==> config.mk <==
export PLATFORM = sky130hd
export DESIGN_NAME = add_seq_arb
export DESIGN_NICKNAME = d
export VERILOG_FILES = /design/src/rtl/add_seq_arb.sv
export SDC_FILE = /design/constraint.sdc
export NUM_CORES = 1
export LEC_CHECK = 0
export BUFFER_PORTS_ARGS = -buffer_cell sky130_fd_sc_hd__buf_2
export CAP_MARGIN = 20
export CORE_MARGIN = 4
export CORE_UTILIZATION = 50
export CTS_CLUSTER_DIAMETER = 100
export DETAILED_ROUTE_END_ITERATION = 8
export PLACE_DENSITY = 0.91
export REMOVE_ABC_BUFFERS = 1
export SETUP_SLACK_MARGIN = 0.1
export SLEW_MARGIN = 10
export SYNTH_ARGS = -nofsm -noshare
export SYNTH_HDL_FRONTEND = slang
export SYNTH_SLANG_ARGS = --single-unit
==> constraint.sdc <==
create_clock -name clk -period 10.91 [get_ports clk]
set_input_delay 1.6365 -clock clk [delete_from_list [all_inputs] [get_ports clk]]
set_output_delay 1.6365 -clock clk [all_outputs]
set_load 0.03 [all_outputs]
==> src/rtl/add_seq_arb.sv <==
// add_seq_arb: two-requester round-robin arbiter in front of a 64-bit adder
// that is built from one 32-bit adder used twice (low half, then high half).
//
// Parameters
//   RR_INIT     requester that holds round-robin priority after reset (0 or 1)
// Ports
//   clk         system clock, rising edge
//   rst         synchronous active-high reset
//   reqN_valid  requester N has an operation pending (N = 0, 1)
//   reqN_ready  requester N's operands are accepted this cycle (IDLE only)
//   reqN_a/b    64-bit operands of requester N
//   reqN_cin    carry-in of requester N
//   res_valid   result available (DONE only)
//   res_ready   consumer accepts the result
//   res_id      requester that owns the result
//   res_sum     64-bit sum, modulo 2^64
//   res_cout    carry out of bit 63
//   busy        high in every state except IDLE, low while rst is high
//   res_ovf     signed overflow of the 64-bit add (only with ADD_SEQ_OVF_EN)
// Configuration
//   ADD_SEQ_OVF_EN  define to add the res_ovf output

module add32 (
   input  logic [31:0] a,
   input  logic [31:0] b,
   input  logic        cin,
   output logic [31:0] s,
   output logic        cout
);
   assign {cout, s} = {1'b0, a} + {1'b0, b} + {32'b0, cin};
endmodule

module add_seq_arb #(
   parameter bit RR_INIT = 1'b0
) (
   input  logic        clk,
   input  logic        rst,
   input  logic        req0_valid,
   output logic        req0_ready,
   input  logic [63:0] req0_a,
   input  logic [63:0] req0_b,
   input  logic        req0_cin,
   input  logic        req1_valid,
   output logic        req1_ready,
   input  logic [63:0] req1_a,
   input  logic [63:0] req1_b,
   input  logic        req1_cin,
   output logic        res_valid,
   input  logic        res_ready,
   output logic        res_id,
   output logic [63:0] res_sum,
   output logic        res_cout,
   output logic        busy
`ifdef ADD_SEQ_OVF_EN
   ,
   output logic        res_ovf
`endif
);
   typedef enum logic [1:0] {IDLE, LO, HI, DONE} state_t;
   state_t      state_q, state_d;
   logic [63:0] a_q, a_d, b_q, b_d, sum_q, sum_d;
   logic        cin_q, cin_d, id_q, id_d, carry_q, carry_d;
   logic        cout_q, cout_d, prio_q, prio_d;
   logic        idle, hi, take0, take1;
   logic [31:0] add_a, add_b, add_s;
   logic        add_cin, add_co;
`ifdef ADD_SEQ_OVF_EN
   logic        ovf_q, ovf_d;
`endif
   assign idle = (state_q == IDLE) && !rst;
   assign hi   = state_q == HI;
   // requester 1 wins when it is alone or when both are valid and it holds priority
   assign req1_ready = idle && req1_valid && (!req0_valid || prio_q);
   assign req0_ready = idle && req0_valid && (!req1_valid || !prio_q);
   assign take0 = req0_valid && req0_ready;
   assign take1 = req1_valid && req1_ready;
   // the single adder works on the low half in LO and on the high half in HI
   assign add_a   = hi ? a_q[63:32] : a_q[31:0];
   assign add_b   = hi ? b_q[63:32] : b_q[31:0];
   assign add_cin = hi ? carry_q : cin_q;
   add32 u_add (
      .a    (add_a),
      .b    (add_b),
      .cin  (add_cin),
      .s    (add_s),
      .cout (add_co)
   );
   always_comb begin
      state_d = state_q;
      a_d     = a_q;
      b_d     = b_q;
      cin_d   = cin_q;
      id_d    = id_q;
      prio_d  = prio_q;
      carry_d = carry_q;
      sum_d   = sum_q;
      cout_d  = cout_q;
`ifdef ADD_SEQ_OVF_EN
      ovf_d   = ovf_q;
`endif
      unique case (state_q)
         IDLE: if (take0 || take1) begin
            a_d     = take1 ? req1_a : req0_a;
            b_d     = take1 ? req1_b : req0_b;
            cin_d   = take1 ? req1_cin : req0_cin;
            id_d    = take1;
            prio_d  = !take1;
            state_d = LO;
         end
         LO: begin
            sum_d[31:0] = add_s;
            carry_d     = add_co;
            state_d     = HI;
         end
         HI: begin
            sum_d[63:32] = add_s;
            cout_d       = add_co;
`ifdef ADD_SEQ_OVF_EN
            // carry into bit 63 recovered from the sum bit, compared with carry out
            ovf_d        = (a_q[63] ^ b_q[63] ^ add_s[31]) ^ add_co;
`endif
            state_d      = DONE;
         end
         DONE: state_d = res_ready ? IDLE : DONE;
         default: state_d = IDLE;
      endcase
   end
   always_ff @(posedge clk) begin
      if (rst) begin
         state_q <= IDLE;
         a_q     <= '0;
         b_q     <= '0;
         cin_q   <= 1'b0;
         id_q    <= 1'b0;
         prio_q  <= RR_INIT;
         carry_q <= 1'b0;
         sum_q   <= '0;
         cout_q  <= 1'b0;
`ifdef ADD_SEQ_OVF_EN
         ovf_q   <= 1'b0;
`endif
      end else begin
         state_q <= state_d;
         a_q     <= a_d;
         b_q     <= b_d;
         cin_q   <= cin_d;
         id_q    <= id_d;
         prio_q  <= prio_d;
         carry_q <= carry_d;
         sum_q   <= sum_d;
         cout_q  <= cout_d;
`ifdef ADD_SEQ_OVF_EN
         ovf_q   <= ovf_d;
`endif
      end
   end
   assign res_valid = state_q == DONE;
   assign res_id    = id_q;
   assign res_sum   = sum_q;
   assign res_cout  = cout_q;
   assign busy      = (state_q != IDLE) && !rst;
`ifdef ADD_SEQ_OVF_EN
   assign res_ovf   = ovf_q;
`endif
endmodule

; ---- Yosys cells after proc, flatten, opt, wreduce, memory -nomap -nowiden
; Index checks and enable logic that the tools add are counted.
[word_totals]
wordCells = 44
reg_bits = 199
output_inout_bits = 70
[op_classes]
reduce_logical = 19
mux = 9
eq_ne = 4
n_addsub = 2
[op_table]
columns = cell, n
row1 = two-way mux 64 bit, 2
row2 = two-way mux 32 bit, 2
row3 = adder 32 x 32 -> 33 bit, 1
row4 = adder 33 x 1 -> 33 bit, 1
row5 = logical AND 1 bit, 8
row6 = one-hot mux 2 bit (4 select lines), 1
row7 = zero test 1 bit, 5
row8 = == test 2 bit (second input constant), 2
row9 = two-way mux 2 bit, 2
row10 = logical OR 1 bit, 3
row11 = == test 2 x 1 -> 1 bit (second input constant), 1
row12 = zero test 2 bit, 1
row13 = two-way mux 1 bit, 2
row14 = inequality test 2 x 1 -> 1 bit (second input constant), 1
row15 = AND reduction 2 bit, 1
row16 = nonzero test 2 bit, 1

; ---- Longest topological paths before layout
; Gate-level depths: netlist (run 1).
[depth]
word_depth = 8
ltp_mapped = 16
mapped_depth_nobuf = 12

; ---- By module
; From an unflattened synthesis (run 1), not the netlist that was laid out.
[hier_totals]
cells_unflattened = 1560
hier_area_um2 = 12130.4
[modules_own_cells]
columns = mod, area_each_um2, cells_each, instances, seq_area_each_um2
row1 = add_seq_arb, 10380.0, 1316, 1, 3983.8
row2 = add32, 1750.4, 244, 1, 0.0

; ---- Worst setup path after synthesis (run 1)
; OpenSTA, ideal clock, no wires.
[synth_timing]
kind = input port to output port
start = input port rst
end = output port busy
required_time_ns = 9.274
path_slack_ns = 6.389
cell_stages = 5
arrival_ns = 2.884
path_cell_list = clkbuf_1 > clkbuf_1 > clkbuf_1 > clkbuf_1 > nor2_1
[synth_between]
elab_chain_len = 2
[synth_lines]
columns = element, line
row1 = start: declaration, 37  ; input logic rst,
row2 = zero test 1 bit, 161  ; assign busy = (state_q != IDLE) && !rst;
row3 = logical AND 1 bit, 161
row4 = end: declaration, 53  ; output logic busy
; Every way passes these cells.

; ---- Worst setup path in the final report (run 1)
[layout_timing]
start = input port rst
end = output port req0_ready
[layout_between]
elab_chain_len = 4
[layout_lines]
columns = element, line
row1 = zero test 1 bit, 70  ; assign idle = (state_q == IDLE) && !rst;
row2 = logical AND 1 bit, 70
row3 = logical AND 1 bit (2 in series), 74  ; assign req0_ready = idle && req0_valid && (!req1_valid || !prio_q);
row4 = end: declaration, 39  ; output logic req0_ready,
; Every way passes these cells.

==> results of run 1 <==
[registers in the layout, indices dropped and copies added (netlist names)]
signal    flops
res_id        1
res_cout      1
res_sum      64
prio_q        1
b_q          64
state_q       2
a_q          64
cin_q         1
carry_q       1
[cells in the mapped netlist (10+ instances only)]
| cell | number |
|---|---|
| nand4_1 | 11 |
| a21oi_1 | 185 |
| nor2b_1 | 10 |
| o21ai_0 | 27 |
| mux2i_1 | 10 |
| clkbuf_1 | 93 |
| a21o_1 | 17 |
| buf_1 | 15 |
| nor2_1 | 33 |
| nor3_1 | 25 |
| a211oi_1 | 10 |
| dfxtp_1 | 199 |
| nand3_1 | 46 |
| ha_1 | 31 |
| a31oi_1 | 11 |
| a22oi_1 | 129 |
| nand2_1 | 396 |
[area by class of cell]
| cell class | instances | area, um^2 |
|---|---|---|
| Fill cell | 1824 | 7700 |
| Clock inverter | 6 | 65.1 |
| Antenna cell | 1 | 2.50 |
| Clock buffer | 25 | 505 |
| Inverter | 10 | 37.5 |
| Timing Repair Buffer | 344 | 1780 |
| Multi-Input combinational cell | 1066 | 6020 |
| Sequential cell | 199 | 3980 |
| Tap cell | 270 | 338 |
[worst paths after layout]
check	start	end	slack, ns	depth (start not counted)
max	rst	req0_ready	5.45	5
min	res_sum[54]$_SDFFE_PP0P_	res_sum[54]$_SDFFE_PP0P_	0.45	2
max reg2reg	state_q[0]$_SDFFE_PP0P_	res_sum[31]$_SDFFE_PP0N_	6.55	12
min reg2reg	res_sum[54]$_SDFFE_PP0P_	res_sum[54]$_SDFFE_PP0P_	0.45	2
[cell usage in the layout (no fill, tap or decap), types with 6 or more instances in the layout]
master	instances
a22oi_1	129
a211oi_1	10
nor3_1	25
mux2i_1	10
o2111ai_1	6
o211ai_1	8
buf_2	331
o21ai_0	27
a21o_1	17
a21oi_1	185
nor2b_1	8
nand3_1	46
ha_1	31
nand2b_1	6
nand2_1	396
a31oi_1	11
buf_4	11
dfxtp_1	199
xnor2_1	7
xor2_1	7
inv_1	9
nor2_1	32
or3_1	8
clkbuf_16	17
nand4_1	11
[logic make-up after synthesis]
kind of cell | share of synthesized area (%)
DFF | 38.1
AOI/OAI and AO/OA | 27.7
xor gates and xnor gates | 1.17
adders and majority gates | 4.09
and+or+nand+nor | 23.3
muxes | 0.957
buffers and inverters | 4.71
[layer usage]
layer | part of all wire, % | track usage [%]
met5 | 0 | 0
met4 | 2.6 | 8.44
met3 | 8.0 | 4.83
met2 | 48 | 43.7
met1 | 41 | 32.6
[critical path, cell delays in order]
cell,delay (ns)
buf_6,0.18
nor3_1,0.24
and3_4,0.70
buf_4,0.64
buf_2,0.32
[through the flow]
| step | total power, mW | utilization (%) |
|---|---|---|
| after floorplan | 1.02 | - |
| after global placement | 1.16 | 59.4 |
| after detailed placement | 1.17 | 59.4 |
| after CTS | 1.77 | 62.2 |
| after global routing | 1.85 | 62.3 |
| final | 1.77 | 62.3 |
[power by group through the flow]
stage / combinational (mW) / sequential, mW / clock, mW
after floorplan: 0.191 / 0.832 / 0
after global placement: 0.344 / 0.811 / 0
after detailed placement: 0.352 / 0.813 / 0
after CTS: 0.354 / 0.796 / 0.624
after global routing: 0.396 / 0.802 / 0.655
final: 0.359 / 0.797 / 0.612
==> results.ini, run 1 <==
[global_route]
gr-total-overflow = 0
antenna_found_initial = 1
grt_util_all_layers_pct = 25.6
grt_max_degree = 90
grt_pass1_wl_um = 50100
grt_pass1_vias = 10200

[route]
first_pass_iters = 6
ant_nets = 0
avgViaCountPerCell = 5.76
wl_per_cell_um = 16.4
route.detailed.drc = 0
vias = 11100
initialDrtViolationCount = 870
routed_wl_um = 31400

[critical_path]
critPathArrivalTime_ns = 3.82
path_max_fanout = 72
critical_path.startpoint_type = input pin
crit_type = input pin to output pin
cp-end-kind = output pin
required_ns = 9.27

[synth]
async_flop_share_pct = 0
syn_avg_cell_area_um2 = 7.51
netlist_area_um2 = 10500
yosys-top-cells-area = dfxtp_1 (38%), nand2_1 (14%), a22oi_1 (9.3%), a21oi_1 (8.9%), ha_1 (3.7%)
synth-seq-cells = 199
synth_edf_count = 0
yosys_most_used_dff = dfxtp_1
yosysWarnings = 0
synth-seq-area-share_pct = 38.1
syn_inst = 1392
synthDistinctLibCells = 67
yosysTopAreaCell = dfxtp_1
synth_top_area_share_pct = 38.1

[sta]
setup_ws_ns = 5.45
hold_violations = 0
fmaxAchievable_mhz = 183
fin_setup_tns_ns = 0
finalCritPeriodShare_pct = 50.1
grt_setup_unrepaired = no
worst_pin_slew_ns = 0.896
relSlewSlack_pct = 40.3
clock-skew-final_ns = 0.0115
drv_slew = 0
holdWs_ns = 0.454
fin_crit_ns = 5.46
setup_violations = 0

[power_and_ir_drop]
seqPwrFrac_pct = 45.1
p_int_mw = 1.24
p_leak_nw = 5.62
p_per_area_nw_per_um2 = 139
pwr-share-comb_pct = 20.3
switching_share_pct = 29.6
max-vdd-ir-drop_v = 0.0000912
p_sw_mw = 0.524
p_clk_share_pct = 34.6

[die]
rows = 52
initial_core_util_pct = 51.2
chipHeight_um = 153
dieArea_um2 = 23300
core_area_um2 = 20400
ioPinCount = 333
die_x_um = 153

[place]
gp_congestion = 0.883
dpl.hpwl_um = 22500
dp_cells = 1888
dpl_worst_slack_ns = 5.49
dpl_cell_area_um2 = 12100
portBuffers = 332

[finish]
fin_area_um2 = 12700
area_growth_pct = 21.7
fin_nets = 1934
instances_no_fill = 1921
drive_above_1_share_pct = 24.5

[clock_tree]
cts.hold.buffers_added = 0
cts_max_level = 4
cts_tree = yes
post-cts-setup-buffer-count = 0
ctsResizeCount = 0
cts_max_path_buffers = 2
worstSkewPairLatency_ns = 0.43
cts_made_buffers = 17
cts_sinks = 199
path_clk_slew_ns = 0.07
root_buffer = clkbuf_16

[flow_run]
drv_cap = 0

[outcome]
status = complete, no violations

[min_path]
hold_class = flop to flop

Note: power is estimated with default switching activity, not from simulation.
==> run 2, diff against run 1 <==
ABC_AREA = 1   (was unset)
PLACE_DENSITY = 0.9   (was 0.91)
clock period = 5.4 ns   (was 10.91 ns; I/O delays follow)
==> run 2 against run 1 <==
Against the previous run: hold slack improved by 0.024 ns; highest routed layer unchanged; area after synthesis up 5.5%; largest cell class unchanged; largest power group unchanged; sequential power up 110%; sequential share of layout area decreased by 1.5 points; die area is 5.2% higher; non-clock buffer count down 4; power rose by 130%; clock skew grew 0.0031 ns; critical endpoint is now res_sum[63]$_SDFFE_PP0P_.
==> results.ini, run 2 <==
[route]
routed_wl_um = 33200
avgViaCountPerCell = 5.13
initialDrtViolationCount = 924
route.detailed.drc = 0
ant_nets = 0
wl_per_cell_um = 14.0
vias = 12100
first_pass_iters = 6

[synth]
async_flop_share_pct = 0
syn_avg_cell_area_um2 = 6.13
synth-seq-area-share_pct = 36.1
synthDistinctLibCells = 29
syn_inst = 1801
yosys-top-cells-area = dfxtp_1 (36%), nand2_1 (28%), a31oi_1 (7.3%), inv_1 (6.3%), nor2_1 (5.2%)
synthTopCellsByCount = nand2_1 (832), dfxtp_1 (199), inv_1 (186), nor2_1 (153), a31oi_1 (129)
yosys_most_used_dff = dfxtp_1
yosysMostFrequentCell = nand2_1
yosysWarnings = 0
synth_top_area_share_pct = 36.1
yosysTopAreaCell = dfxtp_1
synth-seq-cells = 199
netlist_area_um2 = 11000
synth_edf_count = 0

[sta]
fin_crit_ns = 3.78
relSlewSlack_pct = 43.2
worst_pin_slew_ns = 0.852
fmaxAchievable_mhz = 264
clock-skew-final_ns = 0.0146
fin_setup_tns_ns = 0
setup_violations = 0
finalCritPeriodShare_pct = 70.1
drv_slew = 0
grt_setup_unrepaired = no
hold_violations = 0

[critical_path]
rr_startpoint = state_q[1]$_SDFFE_PP0P_
cp-end-kind = flop
crit_type = flop to flop
worstSetupStartpoint = state_q[1]$_SDFFE_PP0P_
critPathArrivalTime_ns = 4.12
path_max_fanout = 73
critical_path.startpoint_type = flop
required_ns = 5.74

[clock_tree]
cts.hold.buffers_added = 0
root_buffer = clkbuf_16
cts_max_level = 4
post-cts-setup-buffer-count = 0
ctsResizeCount = 0
cts_sinks = 199
cts_made_buffers = 17
cts_tree = yes
path_clk_slew_ns = 0.07
worstSkewPairLatency_ns = 0.43
cts_max_path_buffers = 2

[die]
initial_core_util_pct = 50.7
die_x_um = 157
core_area_um2 = 21800
rows = 54
ioPinCount = 333
dieArea_um2 = 24500
chipHeight_um = 157

[place]
dpl.hpwl_um = 24800
gp_congestion = 0.949
portBuffers = 332

[global_route]
grt_pass1_vias = 11100
grt_max_degree = 131
gr-total-overflow = 0
antenna_found_initial = 0
grt_pass1_wl_um = 52700
grt_util_all_layers_pct = 26.0

[min_path]
hp-start = b_q[26]$_SDFFE_PP0P_
hold_class = flop to flop

[finish]
drive_above_1_share_pct = 18.1
final_common_cell = nand2_1
layout_common_cells = nand2_1 (832), buf_2 (331), dfxtp_1 (199)
fillCellCount = 2063
fin_nets = 2366
register_area_um2 = 3980
area_growth_pct = 21.4
multi_input_area_um2 = 5940
diodes = 0

[power_and_ir_drop]
max-vdd-ir-drop_v = 0.000175
power_mw = 4.14
p_leak_nw = 6.97
p_per_area_nw_per_um2 = 309

[flow_run]
drv_cap = 0

[outcome]
status = complete, no violations

-- run 2: layout make-up --
cell class / instances / area share [%]
clock buffers: 23 / 3.57
clock inverters: 9 / 1.37
inverters: 189 / 5.33
multi-input cells: 1323 / 44.4
flip-flops and latches: 199 / 29.7
well taps: 280 / 2.62
repair buffers: 340 / 13.0
-- run 2: per-layer routing --
metal  wire length (um)  global-route usage (%)  part of all wire, %  vias up
met4                723                    7.02                  2.2        0
met2              15800                    45.0                   48      456
li1                   -                       -                    -     6157
met3               2190                    3.98                  6.6       60
met1              14500                    33.9                   44     5445
met5                  0                       0                    0        -
-- run 2: final timing paths --
path	slack, ns	cells past startpoint	endpoint
max	1.62	17	res_sum[63]$_SDFFE_PP0P_
min	0.48	2	b_q[26]$_SDFFE_PP0P_
max reg2reg	1.62	17	res_sum[63]$_SDFFE_PP0P_
min reg2reg	0.48	2	b_q[26]$_SDFFE_PP0P_
-- run 2: power by group --
part | total, mW | switching, mW | internal, mW | leakage [nW]
clock network | 1.44 | 0.574 | 0.867 | 0.319
registers | 1.69 | 0.0808 | 1.61 | 1.63
logic | 1.00 | 0.668 | 0.336 | 5.02
-- run 2: cells by family after synthesis --
group | synth area share [%]
AO/OA/AOI/OAI | 11.0
adder cells (fa/ha/maj) | 3.88
multiplexers | 0.181
AND/OR/NAND/NOR | 37.6
buffers and inverters | 10.2
XOR/XNOR | 1.11
flip-flops | 36.1
-- run 2: worst max-delay path, stage by stage (launching register included) --
cell and delay [ns]:
dfxtp_1 0.43, inv_1 0.13, nor2_4 0.11, buf_4 0.62, buf_4 0.57, nand2_1 0.09
nand2_1 0.09, ha_1 0.28, nand2_1 0.16, nor2_1 0.29, and2_1 0.17, nand2_1 0.07
nand2_1 0.16, nand2_1 0.10, nand3_1 0.11, nand3_1 0.11, nand2_1 0.10, inv_1 0.04
-- run 2: metrics by stage --
stage | utilization [%] | cells | setup WS [ns] | area [um^2] | hold WS [ns]
2_1_floorplan | - | 1711 | -0.236 | 10600 | 0.441
3_3_place_gp | 58.5 | 2331 | 1.77 | 12700 | 0.466
3_5_place_dp | 58.5 | 2331 | 1.72 | 12700 | 0.469
4_1_cts | 61.6 | 2363 | 1.67 | 13400 | 0.480
5_1_grt | 61.6 | 2363 | 1.18 | 13400 | 0.498
6_report | 61.6 | 2363 | 1.62 | 13400 | 0.478
